**src/rtl/sifh_peak_finder_pkg.sv**
```systemverilog
// Shared constants, derived widths and scan-state encodings for the SiFH peak finder.
package sifh_peak_finder_pkg;

  // Histogram RAM geometry and count width
  localparam int SIFH_NB                = 5;
  localparam int SIFH_PEAK_MAX          = 8;
  localparam int SIFH_BIN_NUM_PER_HIS   = 16;
  localparam int SIFH_PIXEL_NUM_PER_RAM = 2;

  // Index widths; a single-pixel RAM still gets a one-bit pixel index
  localparam int SIFH_NBIN = $clog2(SIFH_BIN_NUM_PER_HIS);
  localparam int SIFH_NPIX = (SIFH_PIXEL_NUM_PER_RAM > 1) ? $clog2(SIFH_PIXEL_NUM_PER_RAM) : 1;

  // Scan controller states
  typedef enum logic [2:0] {
    ST_IDLE  = 3'd0,
    ST_SCAN  = 3'd1,
    ST_DRAIN = 3'd2,
    ST_OUT   = 3'd3,
    ST_DONE  = 3'd4
  } sifh_state_e;

endpackage

```
**src/rtl/sifh_peak_finder_argmax_acc.sv**
```systemverilog
// Pipelined argmax accumulator: tracks the peak bin and its count over one pixel's
// read stream. Ties keep the lower bin; bin 0 of each pixel loads unconditionally.
module sifh_argmax_acc
  import sifh_peak_finder_pkg::*;
#(
  parameter int NBIN     = SIFH_NBIN,
  parameter int PEAK_MAX = SIFH_PEAK_MAX
) (
  input  logic                clk,
  input  logic                res,
  input  logic                rv_i,
  input  logic [NBIN-1:0]     rbin_i,
  input  logic [PEAK_MAX-1:0] counts_i,
  input  logic                acc_clr_i,
  output logic [NBIN-1:0]     max_bin_o,
  output logic [PEAK_MAX-1:0] max_cnt_o
);

  logic [NBIN-1:0]     max_bin_q, max_bin_d;
  logic [PEAK_MAX-1:0] max_cnt_q, max_cnt_d;

  // Next max: clear on result accept, load on first bin or strictly greater count
  always_comb begin
    max_bin_d = max_bin_q;
    max_cnt_d = max_cnt_q;
    if (acc_clr_i) begin
      max_bin_d = {NBIN{1'b0}};
      max_cnt_d = {PEAK_MAX{1'b0}};
    end else if (rv_i && ((rbin_i == {NBIN{1'b0}}) || (counts_i > max_cnt_q))) begin
      max_bin_d = rbin_i;
      max_cnt_d = counts_i;
    end else begin
      max_bin_d = max_bin_q;
      max_cnt_d = max_cnt_q;
    end
  end

  // Max registers
  always_ff @(posedge clk or negedge res) begin
    if (!res) begin
      max_bin_q <= {NBIN{1'b0}};
      max_cnt_q <= {PEAK_MAX{1'b0}};
    end else begin
      max_bin_q <= max_bin_d;
      max_cnt_q <= max_cnt_d;
    end
  end

  assign max_bin_o = max_bin_q;
  assign max_cnt_o = max_cnt_q;

endmodule

```
**src/rtl/sifh_peak_finder.sv**
```systemverilog
// SiFH peak finder: scans the histogram RAM pixel by pixel, reports each pixel's
// peak bin on a valid/ready port and optionally zeroes every bin behind the read.
module sifh_peak_finder
  import sifh_peak_finder_pkg::*;
#(
  parameter int NB       = SIFH_NB,
  parameter int PEAK_MAX = SIFH_PEAK_MAX,
  parameter int BIN_NUM  = SIFH_BIN_NUM_PER_HIS,
  parameter int PIX_NUM  = SIFH_PIXEL_NUM_PER_RAM,
  parameter int NPIX     = SIFH_NPIX,
  parameter int NBIN     = SIFH_NBIN
) (
  input  logic                clk,
  input  logic                res,
  input  logic                start,
  input  logic                clear_en,
  input  logic [PEAK_MAX-1:0] counts,
  output logic [NB-1:0]       raddr,
  output logic                rd_en,
  output logic [NB-1:0]       waddr,
  output logic                wr_en,
  output logic [PEAK_MAX-1:0] wdata,
  output logic                res_valid,
  input  logic                res_ready,
  output logic [NPIX-1:0]     res_pixel,
  output logic [NBIN-1:0]     res_bin,
  output logic [PEAK_MAX-1:0] res_count,
  output logic                busy,
  output logic                done
);

  localparam logic [NBIN-1:0] LAST_BIN = NBIN'(BIN_NUM - 1);
  localparam logic [NPIX-1:0] LAST_PIX = NPIX'(PIX_NUM - 1);

  sifh_state_e         state_q;
  logic [NB-1:0]       addr_q;
  logic [NBIN-1:0]     bin_q;
  logic [NPIX-1:0]     pix_q;
  logic                clr_q;
  logic                rd_en_q;
  logic                res_valid_q;
  logic                busy_q;
  logic                done_q;

  // Read pipeline: one cycle behind the issued address
  logic                rv_q;
  logic [NBIN-1:0]     rbin_q;
  logic [NB-1:0]       rd_addr_q;
  logic                wr_en_q;

  logic                acc_clr_s;
  logic [NBIN-1:0]     max_bin_s;
  logic [PEAK_MAX-1:0] max_cnt_s;

  // The running max is dropped exactly when a result is handed over
  assign acc_clr_s = (state_q == ST_OUT) && res_ready;

  // Scan controller; addr is a free-running counter so pixels sit back to back
  always_ff @(posedge clk or negedge res) begin
    if (!res) begin
      state_q     <= ST_IDLE;
      addr_q      <= {NB{1'b0}};
      bin_q       <= {NBIN{1'b0}};
      pix_q       <= {NPIX{1'b0}};
      clr_q       <= 1'b0;
      rd_en_q     <= 1'b0;
      res_valid_q <= 1'b0;
      busy_q      <= 1'b0;
      done_q      <= 1'b0;
    end else begin
      done_q <= 1'b0;
      case (state_q)
        ST_IDLE: begin
          if (start) begin
            addr_q  <= {NB{1'b0}};
            bin_q   <= {NBIN{1'b0}};
            pix_q   <= {NPIX{1'b0}};
            clr_q   <= clear_en;
            rd_en_q <= 1'b1;
            busy_q  <= 1'b1;
            state_q <= ST_SCAN;
          end else begin
            state_q <= ST_IDLE;
          end
        end
        ST_SCAN: begin
          addr_q <= addr_q + NB'(1);
          if (bin_q == LAST_BIN) begin
            rd_en_q <= 1'b0;
            state_q <= ST_DRAIN;
          end else begin
            bin_q <= bin_q + NBIN'(1);
          end
        end
        ST_DRAIN: begin
          // Last bin's data is absorbed by the accumulator on this edge
          res_valid_q <= 1'b1;
          state_q     <= ST_OUT;
        end
        ST_OUT: begin
          if (res_ready) begin
            res_valid_q <= 1'b0;
            if (pix_q == LAST_PIX) begin
              state_q <= ST_DONE;
            end else begin
              pix_q   <= pix_q + NPIX'(1);
              bin_q   <= {NBIN{1'b0}};
              rd_en_q <= 1'b1;
              state_q <= ST_SCAN;
            end
          end else begin
            state_q <= ST_OUT;
          end
        end
        ST_DONE: begin
          done_q  <= 1'b1;
          busy_q  <= 1'b0;
          state_q <= ST_IDLE;
        end
        default: begin
          state_q <= ST_IDLE;
        end
      endcase
    end
  end

  // Read-data alignment and clear-behind write; write address always trails the read
  always_ff @(posedge clk or negedge res) begin
    if (!res) begin
      rv_q      <= 1'b0;
      rbin_q    <= {NBIN{1'b0}};
      rd_addr_q <= {NB{1'b0}};
      wr_en_q   <= 1'b0;
    end else begin
      rv_q      <= rd_en_q;
      rbin_q    <= bin_q;
      rd_addr_q <= addr_q;
      wr_en_q   <= rd_en_q & clr_q;
    end
  end

  sifh_argmax_acc #(
    .NBIN     (NBIN),
    .PEAK_MAX (PEAK_MAX)
  ) u_acc (
    .clk       (clk),
    .res       (res),
    .rv_i      (rv_q),
    .rbin_i    (rbin_q),
    .counts_i  (counts),
    .acc_clr_i (acc_clr_s),
    .max_bin_o (max_bin_s),
    .max_cnt_o (max_cnt_s)
  );

  assign raddr     = addr_q;
  assign rd_en     = rd_en_q;
  assign waddr     = rd_addr_q;
  assign wr_en     = wr_en_q;
  assign wdata     = {PEAK_MAX{1'b0}};
  assign res_valid = res_valid_q;
  assign res_pixel = pix_q;
  assign res_bin   = max_bin_s;
  assign res_count = max_cnt_s;
  assign busy      = busy_q;
  assign done      = done_q;

endmodule

```
**config.mk**
```make
export PLATFORM = sky130hd
export DESIGN_NAME = sifh_peak_finder
export DESIGN_NICKNAME = d
export VERILOG_FILES = /design/src/rtl/sifh_peak_finder_pkg.sv /design/src/rtl/sifh_peak_finder_argmax_acc.sv /design/src/rtl/sifh_peak_finder.sv
export SDC_FILE = /design/constraint.sdc
export NUM_CORES = 1
export LEC_CHECK = 0
export ABC_AREA = 1
export CAP_MARGIN = 20
export CORE_ASPECT_RATIO = 0.7
export CORE_MARGIN = 4
export CORE_UTILIZATION = 50
export DETAILED_ROUTE_END_ITERATION = 6
export PLACE_DENSITY = 0.86
export SLEW_MARGIN = 10
export SYNTH_ARGS = -nofsm -noshare
export SYNTH_HDL_FRONTEND = slang
export SYNTH_SLANG_ARGS = --single-unit
```
**constraint.sdc**
```tcl
create_clock -name clk -period 4.12 [get_ports clk]
set_clock_uncertainty 0.15 [all_clocks]
set_input_delay 0.824 -clock clk [delete_from_list [all_inputs] [get_ports clk]]
set_output_delay 0.824 -clock clk [all_outputs]
set_load 0.02 [all_outputs]
```
==> results.txt, run 1 <==
Max transition margin -> 41.31%
drc violations -> 0
CTS clock-pin slew for the worst setup and hold paths -> 80 ps
commonest non-fill, non-tap cells in the layout -> 41 x dfrtp_1, 40 x nand2_1, 39 x clkdlybuf4s50_1, 21 x inv_1, 14 x nand4_1
root buf cell -> clkbuf_8
power density cells -> 790.3 nW/um2
I/O Pins -> 49
post-place setup slack -> 1389 ps
postcts setup bufs -> 0
leakage power -> 1.227 nW
Worst Hold Slack -> 289.7 ps
Die H -> 61.49 um
Layout area overhead -> 22.17%
CP endpoint kind -> flip-flop
Synth Area per Inst -> 9.683 um2
TritonCTS Sinks -> 41
synth top area cells -> dfrtp_1 50%, nand2_1 7.3%, ha_1 6.1%, nand3_2 5.4%, nand4_1 4.3%
largest net degree at the start of global routing -> 42
initial antenna violation count -> 0
Final TNS setup -> 0 ps
Yosys cell types -> 29
Power Total -> 1.973 mW
max-slew violations -> 0
Tightest Hold Check Type -> reg -> reg
Std-Cell Core Area -> 3923 um2
vias per inst -> 5.102
Wirelength per Cell -> 13.06 um
H-tree lvl count -> 2
Worst-Skew Late Latency -> 290 ps
initial drt markers -> 90
share of the synthesized area in the top cell type -> 50.21%
Max Fanout on Critical Path -> 13
Syn Inst Count -> 211
Tot GR Track Use -> 16.66%
Initial Utilization -> 52.09%
first-pass GRT wire length -> 6.603 mm
Worst Setup Slack, final -> 1679 ps
post-synthesis xor/xnor area fraction -> 1.715%
vias in the first global route -> 1391
TritonCTS Buffers -> 5
sequential-to-total area share from yosys stat -> 50.21%
Finish-stage setup viols -> 0
RSZ-0062 raised after global routing -> false
post-synthesis mux area share -> 0%
DP HPWL -> 2.890 mm
antenna-violating nets left -> 0
fmax -> 409.7 MHz
fraction of layout cells with a size suffix above 1 -> 14.29%
GP Congestion -> 0.7880
remaining global-route overflow -> 0
Vias -> 1551
die span in x -> 84.41 um
Compound-Gate Fraction of Synth Area -> 5.389%
synthesized area -> 2043 um2
cell taking the most area after synthesis -> dfrtp_1
commonest non-fill, non-tap cell in the layout -> dfrtp_1
Simple-Gate Fraction of Synth Area -> 25.54%
# hold bufs at CTS -> 0
worst-margin pin slew -> 880.3 ps
clk buf depth -> 2
post-synthesis register bit count -> 41
post-synthesis adder-cell area fraction -> 6.124%
nets -> 274
post-CTS sizing -> 0
antenna diode count -> 0
critical path type -> in -> reg
final hold vios -> 0
YS warnings -> 0
# rows -> 19
critical path required time -> 4210 ps
CTS tree -> yes
outcome -> completed
largest family of logic cells by synthesized area -> simple AND/OR/NAND/NOR gates
peak supply drop -> 424.0 uV
Pre-antenna DRT Iters -> 4
Routed WL -> 3.969 mm
fin crit share -> 59.24%
arrival time at the worst endpoint -> 2530 ps
port bufs -> 40
Final Critical Period -> 2441 ps
die area -> 5190 um2
Max-Cap Viols -> 0
CP Launch Type -> primary input
[where the power goes]
group          switching [mW]  leakage (nW)  internal [mW]  total [mW]
clock network           0.142        0.0439          0.117       0.259
logic                   0.579         0.665          0.410       0.989
registers               0.156         0.519          0.569       0.725
[cells in the mapped netlist]
cell / number
dfrtp_1: 41
nand2_1: 40
inv_1: 21
nand4_1: 14
nand3_1: 11
nand3_2: 11
ha_1: 10
nor2_1: 10
buf_4: 9
o21ai_0: 8
inv_2: 6
a21oi_1: 3
nand2_2: 3
nor2_2: 3
xor2_1: 3
buf_2: 2
buf_6: 2
nand2_4: 2
nor3_1: 2
a2111o_1: 1
a21o_1: 1
a21oi_4: 1
a31oi_1: 1
buf_12: 1
conb_1: 1
nor2_4: 1
o22ai_1: 1
o31ai_1: 1
xnor2_1: 1
[metrics by stage]
step,cell area (um2),instances,utilization (%)
6_report,2496,304,63.64
2_1_floorplan,2069,218,-
4_1_cts,2496,304,63.64
5_1_grt,2496,304,63.64
3_5_place_dp,2410,296,61.44
3_3_place_gp,2410,296,61.44
[sequential cells by signal, summed over array words and instances (netlist names)]
signal	flops
rv_q	1
done	1
bin_q	4
raddr	5
rbin_q	4
u_acc.max_bin_o	4
u_acc.max_cnt_o	8
wr_en	1
res_valid	1
clr_q	1
waddr	5
res_pixel	1
state_q	3
busy	1
rd_en	1
[final timing paths]
path                                    startpoint                  to  slack, ps  cells after the start
worst max-delay path                     counts[5]  u_acc.max_cnt_o[0]       1680                     11
worst min-delay path                      bin_q[1]           rbin_q[1]        290                      0
worst max register to register  u_acc.max_cnt_o[5]  u_acc.max_cnt_o[0]       2230                     11
worst min register to register            bin_q[1]           rbin_q[1]        290                      0
max in group asynchronous                      res  u_acc.max_cnt_o[1]       2770                      1
min in group asynchronous                      res            raddr[2]        490                      1
[worst max-delay path, cell delays in order]
cell	delay (ps)
clkdlybuf4s50_1	440
ha_1	320
a21oi_1	150
nor2_1	50
nor2_1	110
nand2_1	80
nand2_2	80
nand2_4	110
nand2_4	190
nand3_1	100
nand2_1	80
[cells by family after synthesis]
logic type / Yosys count
adder cells (fa/ha/maj): 10
XOR/XNOR: 4
AND/OR/NAND/NOR: 97
other: 1
buffers and inverters: 41
flip-flops: 41
AO/OA/AOI/OAI: 17
[final cells by class]
cell class              count  area, um2
fillers                   313       1426
flip-flops and latches     41       1026
well taps                  52      65.06
clock buffers               5      68.82
multi-input cells         136      822.0
repair buffers             40      395.4
clock inverters             3      17.52
inverters                  27      101.3
[per-layer routing]
layer / track usage, % / vias up / part of all wire (%)
met3: 5.080 / 4 / 5.8
met4: 7.675 / 0 / 1.4
met1: 22.34 / 741 / 47
li1: - / 763 / -
met5: 0 / - / 0
met2: 25.39 / 43 / 46
(Power assumes the default switching activity.)
==> run 2: changes to the inputs <==
--- a/config.mk
+++ b/config.mk
@@ -9,9 +9,9 @@
 export CAP_MARGIN = 20
 export CORE_ASPECT_RATIO = 0.7
 export CORE_MARGIN = 4
-export CORE_UTILIZATION = 50
+export CORE_UTILIZATION = 49
 export DETAILED_ROUTE_END_ITERATION = 6
-export PLACE_DENSITY = 0.86
+export PLACE_DENSITY = 0.85
 export SLEW_MARGIN = 10
 export SYNTH_ARGS = -nofsm -noshare
 export SYNTH_HDL_FRONTEND = slang
==> constraint.sdc (replaced) <==
create_clock -name clk -period 2.5 [get_ports clk]
set_clock_uncertainty 0.15 [all_clocks]
set_input_delay 0.5 -clock clk [delete_from_list [all_inputs] [get_ports clk]]
set_output_delay 0.5 -clock clk [all_outputs]
set_load 0.02 [all_outputs]
==> results.txt, run 2 (synthesis gave the netlist of run 1 again) <==
CP Launch Type -> primary input
root buf cell -> clkbuf_8
first-pass GRT wire length -> 7.072 mm
Layout area overhead -> 24.25%
DP HPWL -> 3.165 mm
arrival time at the worst endpoint -> 2290 ps
Hold Path Stages -> 0
Pre-antenna DRT Iters -> 4
TritonCTS Buffers -> 5
Routed WL -> 4.214 mm
TritonCTS Sinks -> 41
fraction of layout cells with a size suffix above 1 -> 14.57%
post-place setup slack -> 54.51 ps
H-tree lvl count -> 2
Die H -> 62.03 um
nets -> 277
fin crit share -> 88.50%
fmax -> 452.0 MHz
critical path required time -> 2580 ps
commonest non-fill, non-tap cell in the layout -> dfrtp_1
placed inst area -> 2425 um2
Finish-stage setup viols -> 0
max reg flops -> 8
commonest non-fill, non-tap cells in the layout -> 41 x dfrtp_1, 40 x nand2_1, 39 x clkdlybuf4s50_1, 21 x inv_1, 14 x nand4_1
initial antenna violation count -> 0
outcome -> completed
Max transition margin -> 66.27%
FF/Latch Area -> 1026 um2
global routing usage on met3 -> 4.216%
worst r2r path cells -> 11
clk buf depth -> 2
max-slew violations -> 0
die span in x -> 85.18 um
Max-Cap Viols -> 0
CP max-delay cell -> clkdlybuf4s50_1
Worst Setup Slack, final -> 287.5 ps
Max Fanout on Critical Path -> 13
Tot GR Track Use -> 17.29%
peak supply drop -> 655.9 uV
leakage power -> 1.251 nW
Vias -> 1536
RSZ-0062 raised after global routing -> false
antenna-violating nets left -> 0
vias in the first global route -> 1522
die area -> 5283 um2
Std-Cell Core Area -> 3970 um2
Initial Utilization -> 51.47%
Final Util -> 63.95%
Wirelength per Cell -> 13.77 um
postcts setup bufs -> 0
grt met2 use -> 28.76%
drc violations -> 0
power density cells -> 1328 nW/um2
multi-input combinational cell area -> 822.0 um2
# hold bufs at CTS -> 1
worst-margin pin slew -> 505.2 ps
Final TNS setup -> 0 ps
CTS clock-pin slew for the worst setup and hold paths -> 80 ps
critical path type -> in -> reg
CTS tree -> yes
CP endpoint kind -> flip-flop
GP Congestion -> 0.8157
Worst-Skew Late Latency -> 290 ps
post-CTS sizing -> 0
post-route cell area -> 2539 um2
Fillers -> 324
antenna diode count -> 0
largest net degree at the start of global routing -> 27
largest stage delay on the critical path -> 440 ps
Global Route met1 Usage -> 22.27%
# rows -> 19
Worst Hold Slack -> 294.9 ps
I/O Pins -> 49
vias per inst -> 5.020
Tightest Hold Check Type -> reg -> reg
Final Critical Period -> 2213 ps
crit-path cells -> clkdlybuf4s50_1 -> ha_1 -> a21oi_1 -> nor2_1 -> nor2_1 -> nand2_1 -> nand2_2 -> nand2_4 -> nand2_4 -> nand3_1 -> nand2_1
port bufs -> 40
busiest grt layer -> met2
remaining global-route overflow -> 0
initial drt markers -> 120
final hold vios -> 0
[run 2: cell types whose count changed in the layout (fill, tap and decap cells not counted)]
cell           delta
bufinv_16         +1
clkinv_2          -1
dlygate4sd3_1     +1
buf_4             +2
clkinvlp_4        -1
[run 2: path summary, 6_finish.rpt]
check | endpoint | slack (ps) | startpoint
setup / recovery | u_acc.max_cnt_o[0] | 290 | counts[5]
hold reg to reg | rbin_q[1] | 290 | bin_q[1]
min in group asynchronous | waddr[1] | 450 | res
setup reg to reg | u_acc.max_cnt_o[0] | 510 | u_acc.max_cnt_o[5]
max in group asynchronous | u_acc.max_cnt_o[3] | 1270 | res
hold / removal | rbin_q[1] | 290 | bin_q[1]
[run 2: layout make-up]
class,count,area share (%)
Clock inverter,2,1.380
Sequential cell,41,40.41
Timing Repair Buffer,43,16.56
Tap cell,52,2.563
Multi-Input combinational cell,136,32.38
Clock buffer,5,2.711
Inverter,27,3.992
[run 2: stage by stage]
step | cells | total power [mW]
floorplan | 218 | 2.322
global placement | 298 | 2.797
detailed placement | 298 | 2.869
CTS | 306 | 3.398
global route | 306 | 3.616
finish | 306 | 3.371
[run 2: metal layers]
metal	wire length, um	vias to the layer above
li1	-	759
met4	42	0
met1	1936	731
met5	0	-
met2	2000	40
met3	235	6
[run 2: report_power, final]
| group | switching (mW) | internal, mW | leakage, nW |
|---|---|---|---|
| combinational | 0.979 | 0.680 | 0.679 |
| sequential | 0.257 | 0.939 | 0.519 |
| clock | 0.225 | 0.290 | 0.0540 |
[run 2: critical path: cells and delay by family]
family,cells,cell delay [ps]
fa+ha+maj,1,330
compound gates,1,180
simple gates,8,840
buf+inv,1,440
==> run 3: changes to the inputs <==
--- a/config.mk
+++ b/config.mk
@@ -8,7 +8,7 @@
 export ABC_AREA = 1
 export CAP_MARGIN = 20
 export CORE_ASPECT_RATIO = 0.7
-export CORE_MARGIN = 4
+export CORE_MARGIN = 2
 export CORE_UTILIZATION = 49
 export DETAILED_ROUTE_END_ITERATION = 6
 export PLACE_DENSITY = 0.85
==> results.txt, run 3 (synthesis gave the netlist of run 1 again) <==
outcome -> completed
Std-Cell Core Area -> 3970 um2
Max transition margin -> 66.13%
post-route non-filler standard cell count -> 305
commonest non-fill, non-tap cells in the layout -> 41 x dfrtp_1, 40 x nand2_1, 39 x clkdlybuf4s50_1, 21 x inv_1, 14 x nand4_1
FF/Latch Area -> 1026 um2
Power Total -> 3.386 mW
Wirelength per Cell -> 13.04 um
Worst Hold Slack -> 91.06 ps
TritonCTS Buffers -> 5
Tot GR Track Use -> 18.59%
drc violations -> 0
first-pass GRT wire length -> 6.610 mm
final hold vios -> 0
I/O Pins -> 49
worst-margin pin slew -> 508.0 ps
nets -> 275
initial drt markers -> 88
antenna-violating nets left -> 0
vias per inst -> 4.951
Routed WL -> 3.977 mm
Finish-stage setup viols -> 0
leakage power -> 1.243 nW
fin crit share -> 85.05%
antenna diode count -> 0
Int Power -> 1.915 mW
postcts setup bufs -> 0
fmax -> 470.3 MHz
root buf cell -> clkbuf_8
CTS tree -> yes
Final TNS setup -> 0 ps
GP Congestion -> 0.8528
Worst-Skew Late Latency -> 300 ps
# rows -> 19
peak supply drop -> 840.2 uV
vias in the first global route -> 1481
remaining global-route overflow -> 0
# hold bufs at CTS -> 0
Placed Instances -> 297
Max Fanout on Critical Path -> 13
critical path required time -> 2590 ps
RSZ-0062 raised after global routing -> false
Pre-antenna DRT Iters -> 4
max-slew violations -> 0
Tightest Hold Check Type -> in -> async
Fillers -> 314
Sw Share -> 43.43%
die area -> 4710 um2
CP endpoint kind -> flip-flop
Final Critical Period -> 2126 ps
Sw Pwr -> 1.470 mW
power density cells -> 1337 nW/um2
largest net degree at the start of global routing -> 42
DP HPWL -> 2.798 mm
multi-input combinational cell area -> 822.0 um2
Vias -> 1510
TritonCTS Sinks -> 41
H-tree lvl count -> 2
initial antenna violation count -> 0
clock share of power -> 16.2%
Final Util -> 63.79%
Reg power frac -> 35.1%
Initial Utilization -> 51.47%
critical path type -> in -> reg
post-CTS sizing -> 0
Die H -> 58.03 um
CTS clock-pin slew for the worst setup and hold paths -> 80 ps
arrival time at the worst endpoint -> 2210 ps
Layout area overhead -> 23.94%
clk buf depth -> 2
die span in x -> 81.18 um
fraction of layout cells with a size suffix above 1 -> 14.62%
commonest non-fill, non-tap cell in the layout -> dfrtp_1
Max-Cap Viols -> 0
max reg flops -> 8
port bufs -> 40
CP Launch Type -> primary input
combinational share of power -> 48.7%
[run 3: final cells by class]
class | instances | share of cell area, %
Multi-Input combinational cell | 136 | 32.46
Timing Repair Buffer | 41 | 15.91
Tap cell | 52 | 2.569
Sequential cell | 41 | 40.51
Clock inverter | 3 | 1.828
Clock buffer | 5 | 2.717
Inverter | 27 | 4.002
[run 3: worst max-delay path: stages]
cell and delay [ps]:
clkdlybuf4s50_1 450, ha_1 330, a21oi_1 150, nor2_1 50, nor2_1 100, nand2_1 80
nand2_2 70, nand2_4 110, nand2_4 200, nand3_1 90, nand2_1 80
[run 3: metrics by stage]
step / setup slack [ps] / instance area, um2
global placement: 123.6 / 2417
finish: 373.8 / 2532
floorplan: 714.6 / 2069
CTS: 405.7 / 2532
global route: 279.1 / 2532
detailed placement: 93.36 / 2417
[run 3: metal layers]
layer | share of wire, % | wire [um] | track usage, % | vias to the layer above
li1 | - | - | - | 754
met1 | 49 | 1947 | 25.29 | 715
met2 | 45 | 1779 | 28.93 | 33
met3 | 4.8 | 191 | 5.452 | 8
met4 | 1.5 | 58 | 6.295 | 0
met5 | 0 | 0 | 0 | -
[run 3: path summary, 6_finish.rpt]
path / startpoint / endpoint / slack [ps] / depth (start not counted)
max: counts[5] / u_acc.max_cnt_o[0] / 370 / 11
min: res / waddr[0] / 90 / 2
max reg2reg: u_acc.max_cnt_o[5] / u_acc.max_cnt_o[0] / 620 / 11
min reg2reg: bin_q[1] / rbin_q[1] / 290 / 0
max in group asynchronous: res / rbin_q[2] / 1750 / 2
min in group clk: bin_q[1] / rbin_q[1] / 290 / 0
[run 3: power groups by stage]
stage / sequential [mW] / clock [mW] / combinational (mW)
CTS: 1.19 / 0.559 / 1.66
finish: 1.19 / 0.547 / 1.65
floorplan: 1.37 / 0 / 0.949
detailed placement: 1.20 / 0 / 1.64
global placement: 1.19 / 0 / 1.59
global route: 1.22 / 0.585 / 1.82
